<file path="config.mk">
export PLATFORM = sky130hd
export DESIGN_NAME = conv_engine_param
export DESIGN_NICKNAME = d
export VERILOG_FILES = /design/src/rtl/conv_pkg.sv /design/src/rtl/conv_mac.sv /design/src/rtl/conv_engine_param.sv
export SDC_FILE = /design/constraint.sdc
export NUM_CORES = 1
export LEC_CHECK = 0
export ABC_AREA = 1
export BUFFER_PORTS_ARGS = -buffer_cell sky130_fd_sc_hd__buf_2
export CAP_MARGIN = 5
export CORE_MARGIN = 3
export CORE_UTILIZATION = 60
export CTS_CLUSTER_DIAMETER = 30
export DETAILED_ROUTE_END_ITERATION = 6
export GPL_ROUTABILITY_DRIVEN = 1
export PLACE_DENSITY = 0.87
export SLEW_MARGIN = 40
export SYNTH_ARGS = -nofsm -noshare
export SYNTH_HDL_FRONTEND = slang
export SYNTH_SLANG_ARGS = --single-unit
</file>
<file path="constraint.sdc">
create_clock -name clk -period 9.04 [get_ports clk]
set_input_delay 1.356 -clock clk [delete_from_list [all_inputs] [get_ports clk]]
set_output_delay 1.356 -clock clk [all_outputs]
set_load 0.05 [all_outputs]
</file>
<file path="src/rtl/conv_pkg.sv">
// Shared types and helpers for the parametrised convolution engine:
// FSM state encoding, width helpers and the shift/ReLU/saturate output stage.
package conv_pkg;

    typedef enum logic [2:0] {IDLE, FETCH, ACC, OUT, DONE} state_t;

    // Ceiling log2, never below 1 so it can size a port directly.
    function automatic int clog2(input int n);
        int r;
        r = 0;
        while ((1 << r) < n) r++;
        return (r < 1) ? 1 : r;
    endfunction

    function automatic int out_dim(input int n, input int k, input int s);
        return (n - k) / s + 1;
    endfunction

    localparam int OH = out_dim(28, 3, 1);
    localparam int OW = out_dim(28, 3, 1);

    function automatic logic signed [63:0] sat_shift_relu(input logic signed [63:0] acc,
                                                          input int shift,
                                                          input logic relu,
                                                          input int dw);
        logic signed [63:0] y;
        logic signed [63:0] hi;
        logic signed [63:0] lo;
        y  = acc >>> shift;
        if (relu && (y < 0)) y = '0;
        hi = (64'sd1 <<< (dw - 1)) - 64'sd1;
        lo = -(64'sd1 <<< (dw - 1));
        if (y > hi)      y = hi;
        else if (y < lo) y = lo;
        return y;
    endfunction

endpackage

</file>
<file path="src/rtl/conv_mac.sv">
// Signed DW x DW multiply-accumulate; acc shows the running sum including the
// product absorbed this cycle when en is high. No backpressure.
module conv_mac #(
    parameter int DW   = 8,
    parameter int ACCW = 20
) (
    input  logic                   clk,
    input  logic                   rst,
    input  logic                   clr,
    input  logic                   en,
    input  logic signed [DW-1:0]   a,
    input  logic signed [DW-1:0]   b,
    output logic signed [ACCW-1:0] acc
);

    logic signed [2*DW-1:0] w_prod;
    logic signed [ACCW-1:0] r_acc;

    assign w_prod = a * b;
    assign acc    = r_acc + (en ? ACCW'(w_prod) : '0);

    always_ff @(posedge clk or negedge rst) begin
        if (!rst)     r_acc <= '0;
        else if (clr) r_acc <= '0;
        else if (en)  r_acc <= acc;
    end

endmodule

</file>
<file path="src/rtl/conv_engine_param.sv">
// K x K strided convolution over an external synchronous RAM; K*K+2 cycles per
// output pixel with out_ready high; results hold stable while out_ready is low.
module conv_engine_param
    import conv_pkg::*;
#(
    parameter int H      = 28,
    parameter int W      = 28,
    parameter int K      = 3,
    parameter int DW     = 8,
    parameter int STRIDE = 1,
    parameter int ACCW   = 20,
    parameter int SHIFT  = 0,
    parameter int AW     = 10,
    localparam int N_OH  = out_dim(H, K, STRIDE),
    localparam int N_OW  = out_dim(W, K, STRIDE),
    localparam int RW    = clog2(N_OH),
    localparam int CW    = clog2(N_OW)
) (
    input  logic                   clk,
    input  logic                   rst,
    input  logic                   start,
    input  logic                   relu_en,
    input  logic [K*K*DW-1:0]      kernel,
    output logic [AW-1:0]          mem_addr,
    input  logic signed [DW-1:0]   mem_rdata,
    output logic                   out_valid,
    input  logic                   out_ready,
    output logic signed [DW-1:0]   out_data,
    output logic [RW-1:0]          out_row,
    output logic [CW-1:0]          out_col,
    output logic                   busy,
    output logic                   done
);

    localparam int KW = clog2(K);
    localparam int TW = clog2(K * K);
    localparam logic [KW-1:0] K_LAST = KW'(K - 1);
    localparam logic [RW-1:0] R_LAST = RW'(N_OH - 1);
    localparam logic [CW-1:0] C_LAST = CW'(N_OW - 1);

    state_t                 r_state;
    state_t                 w_next;
    logic [K*K*DW-1:0]      r_kernel;
    logic                   r_relu;
    logic [RW-1:0]          r_row;
    logic [CW-1:0]          r_col;
    logic [KW-1:0]          r_ki;
    logic [KW-1:0]          r_kj;
    logic [AW-1:0]          r_addr;
    logic [AW-1:0]          w_addr;
    logic [TW-1:0]          r_cap_idx;
    logic                   r_cap_vld;
    logic signed [DW-1:0]   r_out_data;
    logic signed [DW-1:0]   w_tap_wt;
    logic signed [DW-1:0]   w_y;
    logic signed [ACCW-1:0] w_acc;
    logic                   w_hs;
    logic                   w_last_tap;
    logic                   w_last_pix;
    logic                   w_mac_clr;
    logic                   w_mac_en;

    assign w_last_tap = (r_ki == K_LAST) && (r_kj == K_LAST);
    assign w_last_pix = (r_row == R_LAST) && (r_col == C_LAST);
    assign w_hs       = (r_state == OUT) && out_ready;
    assign w_addr     = AW'((int'(r_row) * STRIDE + int'(r_ki)) * W
                            + int'(r_col) * STRIDE + int'(r_kj));
    // The weight follows the tap issued one cycle earlier, matching RAM latency.
    assign w_tap_wt   = r_kernel[r_cap_idx*DW +: DW];
    // In ACC the mac output already includes the last product.
    assign w_y        = DW'(sat_shift_relu(64'(w_acc), SHIFT, r_relu, DW));

    assign mem_addr = (r_state == FETCH) ? w_addr : r_addr;
    assign out_data = r_out_data;
    assign out_row  = r_row;
    assign out_col  = r_col;

    always_ff @(posedge clk or negedge rst) begin
        if (!rst) r_state <= IDLE;
        else      r_state <= w_next;
    end

    always_comb begin
        w_next = r_state;
        case (r_state)
            IDLE:    if (start) w_next = FETCH;
            FETCH:   if (w_last_tap) w_next = ACC;
            ACC:     w_next = OUT;
            OUT:     if (w_hs) w_next = w_last_pix ? DONE : FETCH;
            DONE:    w_next = IDLE;
            default: w_next = IDLE;
        endcase
    end

    always_comb begin
        busy      = (r_state == FETCH) || (r_state == ACC) || (r_state == OUT);
        done      = (r_state == DONE);
        out_valid = (r_state == OUT);
        w_mac_clr = ((r_state == IDLE) && start) || w_hs;
        w_mac_en  = r_cap_vld;
    end

    always_ff @(posedge clk or negedge rst) begin
        if (!rst) begin
            r_kernel   <= '0;
            r_relu     <= 1'b0;
            r_row      <= '0;
            r_col      <= '0;
            r_ki       <= '0;
            r_kj       <= '0;
            r_addr     <= '0;
            r_cap_idx  <= '0;
            r_cap_vld  <= 1'b0;
            r_out_data <= '0;
        end else begin
            r_cap_vld <= (r_state == FETCH);
            r_cap_idx <= TW'(int'(r_ki) * K + int'(r_kj));
            case (r_state)
                IDLE: begin
                    if (start) begin
                        r_kernel <= kernel;
                        r_relu   <= relu_en;
                        r_row    <= '0;
                        r_col    <= '0;
                        r_ki     <= '0;
                        r_kj     <= '0;
                    end
                end
                FETCH: begin
                    r_addr <= w_addr;
                    if (r_kj == K_LAST) begin
                        r_kj <= '0;
                        r_ki <= w_last_tap ? '0 : r_ki + 1'b1;
                    end else begin
                        r_kj <= r_kj + 1'b1;
                    end
                end
                ACC: r_out_data <= w_y;
                OUT: begin
                    if (w_hs && !w_last_pix) begin
                        if (r_col == C_LAST) begin
                            r_col <= '0;
                            r_row <= r_row + 1'b1;
                        end else begin
                            r_col <= r_col + 1'b1;
                        end
                    end
                end
                default: ;
            endcase
        end
    end

    conv_mac #(
        .DW   (DW),
        .ACCW (ACCW)
    ) u_mac (
        .clk (clk),
        .rst (rst),
        .clr (w_mac_clr),
        .en  (w_mac_en),
        .a   (mem_rdata),
        .b   (w_tap_wt),
        .acc (w_acc)
    );

endmodule

</file>
==> results.md, run 1 <==
- Of all nets on the critical path, the largest fanout is 21.
- The biggest area contributor in the post-synthesis netlist is sky130_fd_sc_hd__dfrtp_1.
- The routed design has 26880 um of wire.
- The net count after synthesis is 1626.
- The accumulated negative setup slack is 0 ps.
- The placer congestion estimate is 0.9815.
- In the final design database the tool counted 1728 nets.
- STA classifies the critical path startpoint as a register.
- The CTS tree is built.
- The area added between synthesis and finish is 12.75%.
- The data arrival time at the worst-slack endpoint is 8350 ps.
- The final-report setup violation count is 0.
- The clock net in this run drives a total of 133 sinks.
- The top cell type by area accounts for 31.38% of the synthesized area.
- 116 I/O pins were placed.
- The clock latency of the later-clocked register in the worst-skew pair is 420 ps.
- The count of buffers added on input and output ports is 115.
- The final count of hold timing violations is 0.
- The final cycle utilization of the critical path is 88.53%.
- The routed length per instance is 15.44 um.
- The critical path starts at r_cap_idx[0].
- The clock-pin slew on the worst setup and hold paths is 70 ps.
- The worst register-to-register path begins at r_cap_idx[0].
- Setup repair after global routing left no endpoint under its margin.
- The clock root buffer is sky130_fd_sc_hd__clkbuf_16.
- The synthesized design contains 0 enable-type register cells.
- The most frequent standard cell in the layout excluding fill and tap cells is sky130_fd_sc_hd__nand2_1.
- The number of instances in the synthesized netlist is 1406.
- The total congestion overflow after global routing is 0.
- The area of the mapped netlist is 0.01061 mm^2.
- The post-detailed-route count of antenna-violating nets is 0.
- CTS built an H-tree with a depth of 4.
- The buffers plus inverters on the worst setup path is 7.
- The number of distinct library cells after synthesis is 47.
- TritonCTS created 17 clock buffers.
- The number of remaining DRC errors is 0.
- Across every metal layer, demand over resource in global routing totals 28.40%.
- The fmax is 124.9 MHz.
- The worst setup path is of the register to register kind.
- The share of flip-flops with an asynchronous set or reset after synthesis is 100.0%.
- In this design, the largest share of critical-path delay is due to adder cells.
- In this design, the stage delay of the slowest critical-path cell is 570 ps.
- Entering global routing, the biggest net connects 80 pins.
- The max-slew headroom at the worst pin is 50.12%.
- The die outline height is 139.0 um.
- The register bit total from synthesis is 133.
- The number of global-route vias before repair is 9648.
- The max capacitance violation total is 0.
- The die outline width is 139.0 um.
- The number of antenna violations at the first check in global routing came to 0.
- The path class of the tightest hold or removal check is register to register.
- Summing over every cut layer, the via total after detailed routing is 9579.
- After floorplanning, the core was divided into 47 placement rows.
- The mean instance size in the synthesized netlist is 7.545 um^2.
- The most frequently used flop master after synthesis is sky130_fd_sc_hd__dfrtp_1.
- The fraction of the yosys area taken by sequential cells is 31.38%.
- At the pin with the least slew margin, the transition time is 748.3 ps.
- The longest clock path from root to sink contains 2 buffers.
- In this run, post-CTS repair resized a total of 0 instances.
- Across the routed clock network, the largest skew measured is 10.28 ps.
- The full die area is 0.01931 mm^2.
- The count of yosys warnings during synthesis is 0.
- The number of hold buffers added after cts is 0.
- The cell with the most instances on the worst path is sky130_fd_sc_hd__inv_1.
- The routed design could run at a clock period as short as 8004 ps.
- The average vias per placed instance is 5.502.
- The number of max-slew violations in the final report came to 0.
- Cells with a size suffix above 1 make up 12.29% of the layout.
- The first detailed-routing pass took 6 iterations.
- The number of antenna diodes in the final layout is 0.
- The required arrival time at the worst endpoint is 9380 ps.
- The number of fillers in the final layout is 1316.
- The global-route wire length before repair is 45520 um.
- In this run the cell area measured after placement is 0.01136 mm^2.
- Among all stages on the critical path, the largest delay is contributed by sky130_fd_sc_hd__dfrtp_1.
- Buffers added to address setup during post-CTS repair amount to 0.
- Hold timing on the final database bottoms out at a slack of 472.1 ps.
- After synthesis, the cell types taking the most area are sky130_fd_sc_hd__dfrtp_1, sky130_fd_sc_hd__nand2_1, sky130_fd_sc_hd__fa_1, sky130_fd_sc_hd__ha_1, sky130_fd_sc_hd__inv_1.
- The cell area after layout is 0.01196 mm^2.
- The first routing iteration left 822 violations.
- The top cell types in the final layout, fill and taps aside, are sky130_fd_sc_hd__nand2_1, sky130_fd_sc_hd__inv_1, sky130_fd_sc_hd__nor2_1, sky130_fd_sc_hd__dfrtp_1, sky130_fd_sc_hd__buf_2.
- The total core area is 0.01694 mm^2.
- The critical path endpoint category is a register.
- The worst min-delay path startpoint is r_kernel[49].
- The initial standard-cell utilization of the core is 62.63%.
- After legalization and detailed placement, the total HPWL measured 19870 um.
- The run finished with clean final reports.
## final timing paths
| path | slack, ps | cells past startpoint | to |
|---|---|---|---|
| worst max-delay path | 1040 | 42 | out_data[0] |
| worst min-delay path | 470 | 2 | r_kernel[49] |
| worst max register to register | 1040 | 42 | out_data[0] |
| worst min register to register | 470 | 2 | r_kernel[49] |
| max in group asynchronous | 7040 | 2 | r_cap_idx[1] |
| min in group asynchronous | 950 | 1 | u_mac.r_acc[12] |
## state kept, by name (all words and copies together), names as in the netlist
| signal | count |
|---|---|
| r_kernel | 72 |
| u_mac.r_acc | 20 |
| r_addr | 10 |
| out_data | 8 |
| out_col | 5 |
| out_row | 5 |
| r_cap_idx | 4 |
| r_state | 3 |
| r_ki | 2 |
| r_kj | 2 |
| r_cap_vld | 1 |
| r_relu | 1 |
## through the flow
| stage | utilization [%] | setup slack, ps | instances |
|---|---|---|---|
| final | 70.62 | 1036 | 1741 |
| after global routing | 70.62 | 266.4 | 1741 |
| after CTS | 70.50 | 1133 | 1740 |
| after detailed placement | 67.06 | 1152 | 1708 |
| after global placement | 67.06 | 1501 | 1708 |
| after floorplan | - | 1967 | 1406 |
## cell usage after synthesis, types with 7 or more instances
master and n:
sky130_fd_sc_hd__o221ai_1 11, sky130_fd_sc_hd__clkbuf_1 34, sky130_fd_sc_hd__nor2_1 133, sky130_fd_sc_hd__or2_2 7, sky130_fd_sc_hd__xor2_1 24, sky130_fd_sc_hd__nand2_1 418
sky130_fd_sc_hd__inv_1 220, sky130_fd_sc_hd__a21oi_1 51, sky130_fd_sc_hd__ha_1 69, sky130_fd_sc_hd__fa_1 66, sky130_fd_sc_hd__o21ai_0 60, sky130_fd_sc_hd__dfrtp_1 133
sky130_fd_sc_hd__nand3_1 70, sky130_fd_sc_hd__xnor2_1 10, sky130_fd_sc_hd__nand4_1 8, sky130_fd_sc_hd__mux2i_1 12, sky130_fd_sc_hd__nor3_1 13
## worst min-delay path: stages (launching register included)
cell and delay, ps:
sky130_fd_sc_hd__dfrtp_1 340, sky130_fd_sc_hd__nand2_1 50, sky130_fd_sc_hd__nand2_1 50
## cell families (layout without fill, tap and decap cells)
group	after synthesis	in the layout	synth area share (%)
AOI/OAI and AO/OA	153	153	8.304
xor gates and xnor gates	34	34	2.807
adders and majority gates	135	135	20.59
buffers and inverters	268	383	9.589
DFF	133	133	31.38
muxes	12	12	1.132
and+or+nand+nor	671	671	26.20
## area by class of cell
cell class / count / area, um^2 / share of cell area [%]
repair buffers: 122 / 645.6 / 5.398
flip-flops and latches: 133 / 3329 / 27.84
clock buffers: 17 / 425.4 / 3.557
clock inverters: 15 / 157.7 / 1.318
well taps: 220 / 275.3 / 2.301
inverters: 229 / 859.6 / 7.187
multi-input cells: 1005 / 6267 / 52.40
## per-layer routing
metal  up-vias  GRT usage (%)  routed length [um]  share of wire, %
li1       4580              -                   -                 -
met1      4508          36.69               11280                42
met2       407          49.27               13290                49
met3        84          3.897                1566               5.8
met4         0          9.938                 742               2.8
met5         -              0                   0                 0
Power of run 1 is left out: the tool's default activity adds up to more than one toggle a clock period on the data nets, which glitch-free logic cannot reach.
==> run 2, diff against run 1 <==
Settings changed: CELL_PAD_IN_SITES_DETAIL_PLACEMENT from default to 0, CELL_PAD_IN_SITES_GLOBAL_PLACEMENT from default to 2, CORE_UTILIZATION 60 to 35.
==> run 2 against run 1 <==
Net effect: register-to-register slack better by 220 ps; final cell count up 9.8%; die area up 68%; clock-buffer cell count unchanged; critical path depth up 2; hold slack worse by 1.6 ps; critical path type unchanged.
==> results.md, run 2 (synthesis gave the netlist of run 1 again) <==
- Run status: complete, no violations (unchanged).
- The startpoint class of the critical path is a register (unchanged).
- The max capacitance violation total is 0 (unchanged).
- The total number of clock tree sinks is 133 (unchanged).
- The number of placement rows is 63 (was 47).
- The required arrival time at the worst endpoint is 9380 ps (about the same).
- The most frequent standard cell in the layout excluding fill and tap cells is sky130_fd_sc_hd__nand2_1 (unchanged).
- The cell with the biggest individual delay on the critical path is sky130_fd_sc_hd__fa_1 (was sky130_fd_sc_hd__dfrtp_1).
- The maximum count of clock buffers along a single path is 2 (unchanged).
- The H-tree level count is 4 (unchanged).
- The global-route wire length before repair is 46150 um (was 45520 um).
- The worst-case hold path end point is r_kernel[20] (was r_kernel[49]).
- The clock skew after layout was 15.83 ps (was 10.28 ps).
- The number of fillers in the final layout is 3114 (was 1316).
- The cell area after layout came to 0.01217 mm^2 (was 0.01196 mm^2).
- The data arrival time at the worst-slack endpoint was 8130 ps (was 8350 ps).
- The final layout net count came to 1728 (unchanged).
- The highest net fanout along the worst path is 33 (was 21).
- The transition time of the tightest slew-check pin is 769.6 ps (was 748.3 ps).
- The number of flip-flops in the largest register came to 72 (unchanged).
- The share of post-route cells with drive strength above 1 is 12.29% (unchanged).
- The total congestion overflow after global routing came to 0 (unchanged).
- The total cell area at the placement stage is 0.01158 mm^2 (was 0.01136 mm^2).
- The accumulated negative setup slack came to 0 ps (unchanged).
- The number of global-route vias before repair is 9294 (was 9648).
- The placer congestion estimate is 0.8308 (was 0.9815).
- The clock-pin slew on the worst setup and hold paths is 60 ps (was 70 ps).
- The number of buffers added by the clock tree synthesis step is 17 (unchanged).
- Commonest cells after routing, fill and taps aside: sky130_fd_sc_hd__nand2_1, sky130_fd_sc_hd__inv_1, sky130_fd_sc_hd__nor2_1, sky130_fd_sc_hd__dfrtp_1, sky130_fd_sc_hd__buf_2 (unchanged).
- The clock latency of the later-clocked register in the worst-skew pair is 430 ps (was 420 ps).
- The final count of hold timing violations is 0 (unchanged).
- The die outline width was 180.1 um (was 139.0 um).
- The worst hold path class is register to register (unchanged).
- The final HPWL from detailed placement came to 21450 um (was 19870 um).
- The full die area is 0.03243 mm^2 (was 0.01931 mm^2).
- The number of port buffers came to 115 (unchanged).
- The number of antenna cells inserted is 0 (unchanged).
- The maximum number of pins on one net before global-route repair is 79 (was 80).
- The classification of the worst setup path is register to register (unchanged).
- The via count of the routed design is 8925 (was 9579).
- The final wirelength is 27290 um (was 26880 um).
- The CTS tree is built (unchanged).
- The count of placed standard cells in the final layout, fillers left out is 1911 (was 1741).
- The worst hold slack is 470.5 ps (was 472.1 ps).
- The time the worst path needs with I/O delays and setup is 7788 ps (was 8004 ps).
- The post-detailed-route count of antenna-violating nets is 0 (unchanged).
- The end of the worst register-to-register path is out_data[6] (was out_data[0]).
- RSZ-0062 raised after global routing: no (unchanged).
- The area added between synthesis and finish is 14.74% (was 12.75%).
- The depth of the worst register-to-register path was 44 (was 42).
- The slack of the worst reg-to-reg path was 1250 ps (was 1040 ps).
- The cell with the most instances on the worst path is sky130_fd_sc_hd__nand2_1 (was sky130_fd_sc_hd__inv_1).
- The final-report setup violation count came to 0 (unchanged).
- The total core area was 0.02972 mm^2 (was 0.01694 mm^2).
- The number of antenna violations at the first check in global routing is 0 (unchanged).
- The total placed cells including tap cells is 1879 (was 1708).
- The register cell area after layout is 0.003329 mm^2 (unchanged).
- The delay of the slowest cell on the worst path is 530 ps (was 570 ps).
- The number of max-slew violations in the final report is 0 (unchanged).
- The critical path endpoint category is a register (unchanged).
- The clock root buffer is sky130_fd_sc_hd__clkbuf_16 (unchanged).
- The number of instances resized during post-cts repair is 0 (unchanged).
- The final cycle utilization of the critical path is 86.15% (was 88.53%).
- The number of hold buffers added after cts is 0 (unchanged).
- The max-slew headroom at the worst pin was 48.69% (was 50.12%).
- The detailed router's first-iteration violation count was 419 (was 822).
- The count of pins on the block boundary is 116 (unchanged).
- The register with the highest flop count is r_kernel (unchanged).
- The worst min-delay path startpoint is r_kernel[20] (was r_kernel[49]).
- The first-pass iteration count of the detailed router was 5 (was 6).
- The initial standard-cell utilization of the core is 35.70% (was 62.63%).
- The overall fraction of global-route tracks in use is 17.10% (was 28.40%).
- The critical register-to-register path startpoint was r_cap_idx[0] (unchanged).
- The die outline height is 180.1 um (was 139.0 um).
- The average vias per placed instance is 4.670 (was 5.502).
- The fmax is 128.4 MHz (was 124.9 MHz).
- The area of the multi-input gates is 0.006267 mm^2 (unchanged).
- Top Registers: r_kernel (72), u_mac.r_acc (20), r_addr (10) (unchanged).
- The hold-critical path depth came to 2 (unchanged).
- The number of remaining DRC errors came to 0 (unchanged).
- The buffer count from post-CTS setup fixing was 0 (unchanged).
- The routed length per instance is 14.28 um (was 15.44 um).
## run 2: layer usage
metal,wire (um),track usage [%],part of all wire (%)
met1,13290,23.55,49
met2,13160,29.31,48
met3,712,2.402,2.6
met4,122,2.886,0.45
met5,0,0,0
## run 2: critical path: cells and delay by family, from the launching register on
kind	cells	cell delay, ps
muxes	1	310
and+or+nand+nor	22	2270
AOI/OAI and AO/OA	9	1250
DFF	1	340
buffers and inverters	6	770
adders and majority gates	6	2760
## run 2: cell type report
cell class                 count  area share (%)
inverter                     229           7.062
clock buffer                  17           3.495
tap                          390           4.009
sequential                   133           27.35
timing repair buffer         122           5.243
multi-input combinational   1005           51.49
clock inverter                15           1.347
## run 2: worst max-delay path by stage
stage	startpoint	to	slack, ps	cells after the start
4_1_cts	r_cap_idx[1]	out_data[6]	1210	36
5_1_grt	r_cap_idx[0]	out_data[6]	580	42
6_report	r_cap_idx[0]	out_data[6]	1250	44
3_5_place_dp	r_cap_idx[1]	out_data[3]	1200	38
3_3_place_gp	mem_rdata[0]	out_data[3]	1370	35
2_1_floorplan	mem_rdata[0]	out_data[0]	1970	39
## run 2: metrics by stage
stage	setup WS [ps]	util (%)
3_3_place_gp	1374	38.96
6_report	1252	40.96
4_1_cts	1215	40.95
5_1_grt	582.8	40.96
3_5_place_dp	1199	38.97
2_1_floorplan	1967	-
Power of run 2 is left out for the same reason.
